==> src/rtl/audio_rx_if.sv <==
// audio_rx_if: consumer-side sample pair handshake and status flags
interface audio_rx_if #(parameter int WIDTH = 16);
  logic [WIDTH-1:0] left, right;
  logic valid, ready, overrun, frame_error, clear_flags;
  modport master(output left, right, valid, overrun, frame_error, input ready, clear_flags);
  modport slave(input left, right, valid, overrun, frame_error, output ready, clear_flags);
endinterface

==> src/rtl/audio_rx.sv <==
// audio_rx: I2S ADC capture, oversampled in clock25mhz, presenting stereo pairs over valid/ready
module audio_rx #(parameter int WIDTH = 16) (
  input logic clock25mhz,
  input logic resetn,
  input logic aud_bclk,
  input logic aud_adclrck,
  input logic aud_adcdat,
  audio_rx_if.master bus
);
  localparam int CW = $clog2(WIDTH) + 1;
  localparam logic [CW-1:0] LAST = CW'(WIDTH - 1);
  typedef enum logic [1:0] {ALIGN, SHIFT, SKIP} state_t;
  state_t state, state_n;
  logic bclk_s1, bclk_s2, bclk_prev, lrck_s1, lrck_s2, dat_s1, dat_s2, lr_prev;
  logic bclk_rise, lr_change, commit, fe_set, chan, chan_n, have_left, pend;
  logic [CW-1:0] cnt, cnt_n;
  logic [WIDTH-2:0] shift, shift_n;
  logic [WIDTH-1:0] word, left_hold, pend_l, pend_r;
  assign bclk_rise = bclk_s2 & ~bclk_prev;
  assign lr_change = lrck_s2 ^ lr_prev;
  assign word = {shift, dat_s2};
  always_ff @(posedge clock25mhz or negedge resetn)
    if (!resetn) state <= ALIGN;
    else state <= state_n;
  // the bit on an LRCK-change edge is the I2S delay slot and is never shifted in
  always_comb begin
    state_n = state;
    cnt_n = cnt;
    chan_n = chan;
    shift_n = shift;
    commit = 1'b0;
    fe_set = 1'b0;
    if (bclk_rise && lr_change) begin
      state_n = SHIFT;
      cnt_n = '0;
      chan_n = lrck_s2;
      fe_set = (state == SHIFT);
    end else if (bclk_rise && state == SHIFT) begin
      shift_n = word[WIDTH-2:0];
      cnt_n = cnt + 1'b1;
      commit = (cnt == LAST);
      state_n = commit ? SKIP : SHIFT;
    end
  end
  always_ff @(posedge clock25mhz or negedge resetn)
    if (!resetn) begin
      {bclk_s1, bclk_s2, bclk_prev, lrck_s1, lrck_s2, dat_s1, dat_s2, lr_prev} <= '0;
      cnt <= '0;
      shift <= '0;
      chan <= 1'b0;
      left_hold <= '0;
      have_left <= 1'b0;
      pend <= 1'b0;
      pend_l <= '0;
      pend_r <= '0;
      bus.left <= '0;
      bus.right <= '0;
      bus.valid <= 1'b0;
      bus.overrun <= 1'b0;
      bus.frame_error <= 1'b0;
    end else begin
      {bclk_s2, bclk_s1} <= {bclk_s1, aud_bclk};
      {lrck_s2, lrck_s1} <= {lrck_s1, aud_adclrck};
      {dat_s2, dat_s1} <= {dat_s1, aud_adcdat};
      bclk_prev <= bclk_s2;
      if (bclk_rise) lr_prev <= lrck_s2;
      cnt <= cnt_n;
      shift <= shift_n;
      chan <= chan_n;
      if (commit && !chan) begin
        left_hold <= word;
        have_left <= 1'b1;
      end else if (commit) have_left <= 1'b0;
      pend <= commit & chan & have_left;
      if (commit && chan) begin
        pend_l <= left_hold;
        pend_r <= word;
      end
      // a finished pair is loaded one cycle after the right word commits
      if (pend && (!bus.valid || bus.ready)) begin
        bus.left <= pend_l;
        bus.right <= pend_r;
        bus.valid <= 1'b1;
      end else if (bus.ready) bus.valid <= 1'b0;
      bus.overrun <= (pend & bus.valid & ~bus.ready) | (bus.overrun & ~bus.clear_flags);
      bus.frame_error <= fe_set | (bus.frame_error & ~bus.clear_flags);
    end
endmodule

==> src/flat_wrapper.sv <==
// flat-port wrapper written by rule: the top's interface ports become plain ports
module audio_rx_flat 
#(parameter int WIDTH = 16)
  (clock25mhz, resetn, aud_bclk, aud_adclrck, aud_adcdat, bus_left, bus_right, bus_valid, bus_overrun, bus_frame_error, bus_ready, bus_clear_flags);
  audio_rx_if #(.WIDTH(WIDTH)) bus_i ();
  input logic clock25mhz;
  input logic resetn;
  input logic aud_bclk;
  input logic aud_adclrck;
  input logic aud_adcdat;
  output wire logic [$bits(bus_i.left)-1:0] bus_left;
  output wire logic [$bits(bus_i.right)-1:0] bus_right;
  output wire logic [$bits(bus_i.valid)-1:0] bus_valid;
  output wire logic [$bits(bus_i.overrun)-1:0] bus_overrun;
  output wire logic [$bits(bus_i.frame_error)-1:0] bus_frame_error;
  input wire logic [$bits(bus_i.ready)-1:0] bus_ready;
  input wire logic [$bits(bus_i.clear_flags)-1:0] bus_clear_flags;
  assign bus_left = bus_i.left;
  assign bus_right = bus_i.right;
  assign bus_valid = bus_i.valid;
  assign bus_overrun = bus_i.overrun;
  assign bus_frame_error = bus_i.frame_error;
  assign bus_i.ready = bus_ready;
  assign bus_i.clear_flags = bus_clear_flags;
  audio_rx #(.WIDTH(WIDTH)) u_core (.clock25mhz(clock25mhz), .resetn(resetn), .aud_bclk(aud_bclk), .aud_adclrck(aud_adclrck), .aud_adcdat(aud_adcdat), .bus(bus_i));
endmodule
==> config.mk <==
export PLATFORM = sky130hd
export DESIGN_NAME = audio_rx_flat
export DESIGN_NICKNAME = d
export VERILOG_FILES = /design/src/rtl/audio_rx_if.sv /design/src/rtl/audio_rx.sv /design/src/flat_wrapper.sv
export SDC_FILE = /design/constraint.sdc
export NUM_CORES = 1
export LEC_CHECK = 0
export ABC_AREA = 1
export CORE_MARGIN = 8
export CORE_UTILIZATION = 51
export CTS_BUF_LIST = sky130_fd_sc_hd__clkbuf_8
export DETAILED_ROUTE_END_ITERATION = 10
export GPL_TIMING_DRIVEN = 1
export PLACE_DENSITY = 0.83
export SKIP_LAST_GASP = 1
export SLEW_MARGIN = 25
export SYNTH_ARGS = -nofsm -noshare
export SYNTH_HDL_FRONTEND = slang
export SYNTH_SLANG_ARGS = --single-unit
==> constraint.sdc <==
create_clock -name clock25mhz -period 5 [get_ports clock25mhz]
set_input_delay 1.25 -clock clock25mhz [delete_from_list [all_inputs] [get_ports clock25mhz]]
set_output_delay 1.25 -clock clock25mhz [all_outputs]
set_load 0.005 [all_outputs]
Word level (Yosys, flattened, before mapping)
Index checks and enable logic that the tools add are counted.
Storage, ports and cells
  register bits: 116
  input bits: 7
  output and inout bits: 35
  logic and storage cells: 63
Cells by class
  add/sub/neg operators: 1
  eq/ne operators: 2
  mux-type cells: 12
  bitwise gates (word level): 14
  reduce and logical (&&, ||, !) cells: 12
Operators with widths (number)
  2-to-1 mux 5 bit: 2
  AND 1 bit: 7
  2-to-1 mux 1 bit: 7
  2-to-1 mux 2 bit: 3
  nonzero test 2 bit: 3
  adder 5 x 1 -> 5 bit, second input constant: 1
  == test 5 x 4 -> 1 bit, second input constant: 1
  logical AND 1 bit: 5
  inverter 1 bit: 4
  == test 2 x 1 -> 1 bit, second input constant: 1
  logical NOT 1 bit: 2
  OR 1 bit: 2
  AND reduction 2 bit: 1
  logical OR 1 bit: 1
  bitwise XOR 1 bit: 1

Depth between registers and ports, before layout
  word-level depth: 7
  gate-level depth with buffers: 10
  depth with buffers taken out: 9

Worst setup path after synthesis
No wires, ideal clock.
  kind: input-to-reg
  from: in bus_ready
  to: reg u_core.bus.right[10]
  library setup time: 66 ps
  data arrival time: 1858 ps
  data required time: 4934 ps
  path slack: 3076 ps
  cell stages on the path: 5
  buffers on the path: 1
  cells stage by stage: inv_1 -> nand2_1 -> clkbuf_1 -> nand3_1 -> nand2_1
On the way
  word-level cells in the longest chain between the ends: 2
Ends and longest elaborated chain
  start, declared: RTL line flat_wrapper.sv:16  | input wire logic [$bits(bus_i.ready)-1:0] bus_ready;
  logical OR 1 bit: RTL line audio_rx.sv:80  | if (pend && (!bus.valid || bus.ready)) begin
  logical AND 1 bit: RTL line audio_rx.sv:80
  end signal, assigned: RTL line audio_rx.sv:82  | bus.right <= pend_r;
  end, declared: RTL line audio_rx_if.sv:5  | modport master(output left, right, valid, overrun, frame_error, input ready, clear_flags);
Every way passes these cells.
A chain may end at the register's enable or synchronous reset.

Final worst setup path
Same ends and word-level chain as after synthesis.

==> out/qor.yml <==
status: "finished, final reports clean"
path_max_fanout: 35
r2r-end: "u_core.pend_r[6]$_DFFE_PN0P_"
drc_errors: 0
hold_path_depth: 0
cap_violations: 0
hold_path_class: "register to register"
clockBufferDepth: 2
crit_arrival_ns: 3.12
fin_util_pct: 60.2
overflow: 0
r2r_slack_ns: 2.96
post-cts-setup-buffers: 0
area_growth_pct: 15.5
grt_max_degree: 88
min_to: "u_core.dat_s2$_DFF_PN0_"
syn-cell-area_um2: 4790
power_leakage_uw: 0.00293
via_per_inst: 5.41
yosysTopAreaCellShare_pct: 60.6
port_buffers: 41
diodes: 0
hold_viol: 0
chipHeight_um: 113
clkSinkCount: 116
fin_worst_skew_ns: 0.00892
finalSetupTns_ns: 0
die_x_um: 113
grt_pass1_wl_um: 16500
final_area_um2: 5530
netlist-cell-type-count: 26
setup_violations: 0
worst-setup-path-type: "input pin to register"
synth_area_leaders: "dfrtp_1, nand2_1, nand4_1"
dp_hpwl_um: 5890
cts_resized: 0
fin_crit_sh_pct: 56.3
fmax_mhz: 355
insertion_delay_ns: 0.42
pin_count: 42
fin_cells: 648
via_count: 3507
ys_ff_latch: 116
first_pass_iters: 4
crit_required_ns: 5.30
timing.rr.start: "u_core.cnt[0]$_DFFE_PN0P_"
gr-usage-all-layers_pct: 16.0
ff2ff_path_depth: 8
yosysSeqAreaShare_pct: 60.6
cts_tree: "yes"
final_common_cell: "nand2_1"
start_kind: "input pin"
grt_pass1_vias: 3444
postRouteAntennaNets: 0
dpl.cell_count: 619
h-tree-depth: 4
cts_hold_buffers: 0
cts_buffers: 17
cts_root_buf: "clkbuf_8"
routedWlPerCell_um: 14.6
layout_common_cells: "nand2_1, dfrtp_1, nand4_1"
rsz0062_at_grt: "no"
yosysTopAreaCell: "dfrtp_1"
clk_pin_slew_ns: 0.06
antenna_found_initial: 0
drt_iter0_drc: 231
timing.final.crit_period_ns: 2.81
power_density_nw_per_um2: 361
avgSynthCellArea_um2: 9.64
relSlewSlack_pct: 36.2
layout-drive-gt1-share_pct: 10.6
end_kind: "register"
rows: 35
min_from: "u_core.dat_s1$_DFF_PN0_"
core_um2: 9200
place_congestion: 0.763
syn-num-nets: 506
drv_slew: 0
drt-total-wl_um: 9460
die_area_um2: 12700
start_util_pct: 52.1
tightest_slew_ns: 0.955
max-vdd-ir-drop_v: 0.000221
placed_cell_area_um2: 5110
final_nets: 536
n_fill_cell: 745
synthCells: 497
ys_warn_count: 0
per-layer routing:
| layer | track usage, % | part of all wire (%) |
|---|---|---|
| met1 | 19.9 | 43 |
| met2 | 25.9 | 50 |
| met3 | 5.27 | 6.0 |
| met4 | 5.15 | 1.2 |
| met5 | 0 | 0 |
worst max-delay path, stage by stage:
cell             delay, ns
clkdlybuf4s50_1       0.46
inv_1                 0.04
nand2_1               0.05
buf_4                 0.31
nand2_1               0.65
nand2_1               0.26
nand2_1               0.07
cells by family after synthesis:
logic type	Yosys count	share of synthesized area (%)
adders and majority gates	2	0.522
buffers and inverters	51	6.53
DFF	116	60.6
and+or+nand+nor	315	30.9
AOI/OAI and AO/OA	13	1.44
worst max path at each step:
stage,from,end,cells after the start,slack (ns)
floorplan,bus_ready,u_core.bus.right[10]$_DFFE_PN0P_,5,3.08
detailed placement,bus_ready,u_core.bus.right[10]$_DFFE_PN0P_,7,1.73
CTS,bus_ready,u_core.bus.right[10]$_DFFE_PN0P_,7,2.18
global route,bus_ready,u_core.bus.right[3]$_DFFE_PN0P_,7,1.99
global placement,bus_ready,u_core.bus.right[13]$_DFFE_PN0P_,7,1.87
finish,bus_ready,u_core.bus.right[10]$_DFFE_PN0P_,7,2.19
flip-flops by register name, indices dropped and copies added (netlist names), 2 cells and up:
signal            flops
u_core.pend_l        16
u_core.cnt            5
u_core.state          2
u_core.shift         15
u_core.pend_r        16
u_core.left_hold     16
u_core.bus.left      16
u_core.bus.right     16
report_power, final:
part,switching (uW),total (uW),internal [uW]
logic,67.1,91.5,24.4
clock network,356,879,523
registers,55.1,1030,970
metrics by stage:
stage          total power (uW)  hold WS [ns]  setup slack, ns
6_report                   2000         0.349             2.19
5_1_grt                    2070         0.371             1.99
4_1_cts                    2000         0.352             2.18
3_5_place_dp               1130         0.337             1.73
3_3_place_gp               1130         0.334             1.87
2_1_floorplan              1090         0.331             3.08
synthesized netlist by cell type:
cell	number
a21oi_1	1
buf_1	2
buf_12	1
buf_2	11
buf_4	1
buf_6	11
clkbuf_1	6
dfrtp_1	116
ha_1	2
inv_1	14
inv_2	4
inv_6	1
nand2_1	210
nand2_2	7
nand2_4	3
nand3_1	36
nand3_2	1
nand4_1	48
nand4_4	2
nor2_1	2
nor2_2	1
nor2_4	2
nor2_8	2
nor3_1	1
o21ai_0	9
o22ai_1	3
layout make-up:
cell class	count	area [um2]	area share, %
Tap cell	111	139	2.51
Inverter	19	76.3	1.38
Clock buffer	20	275	4.97
Clock inverter	9	130	2.35
Multi-Input combinational cell	330	1580	28.6
Timing Repair Buffer	43	427	7.71
Sequential cell	116	2910	52.5
Power figures use the tool's default switching activity.
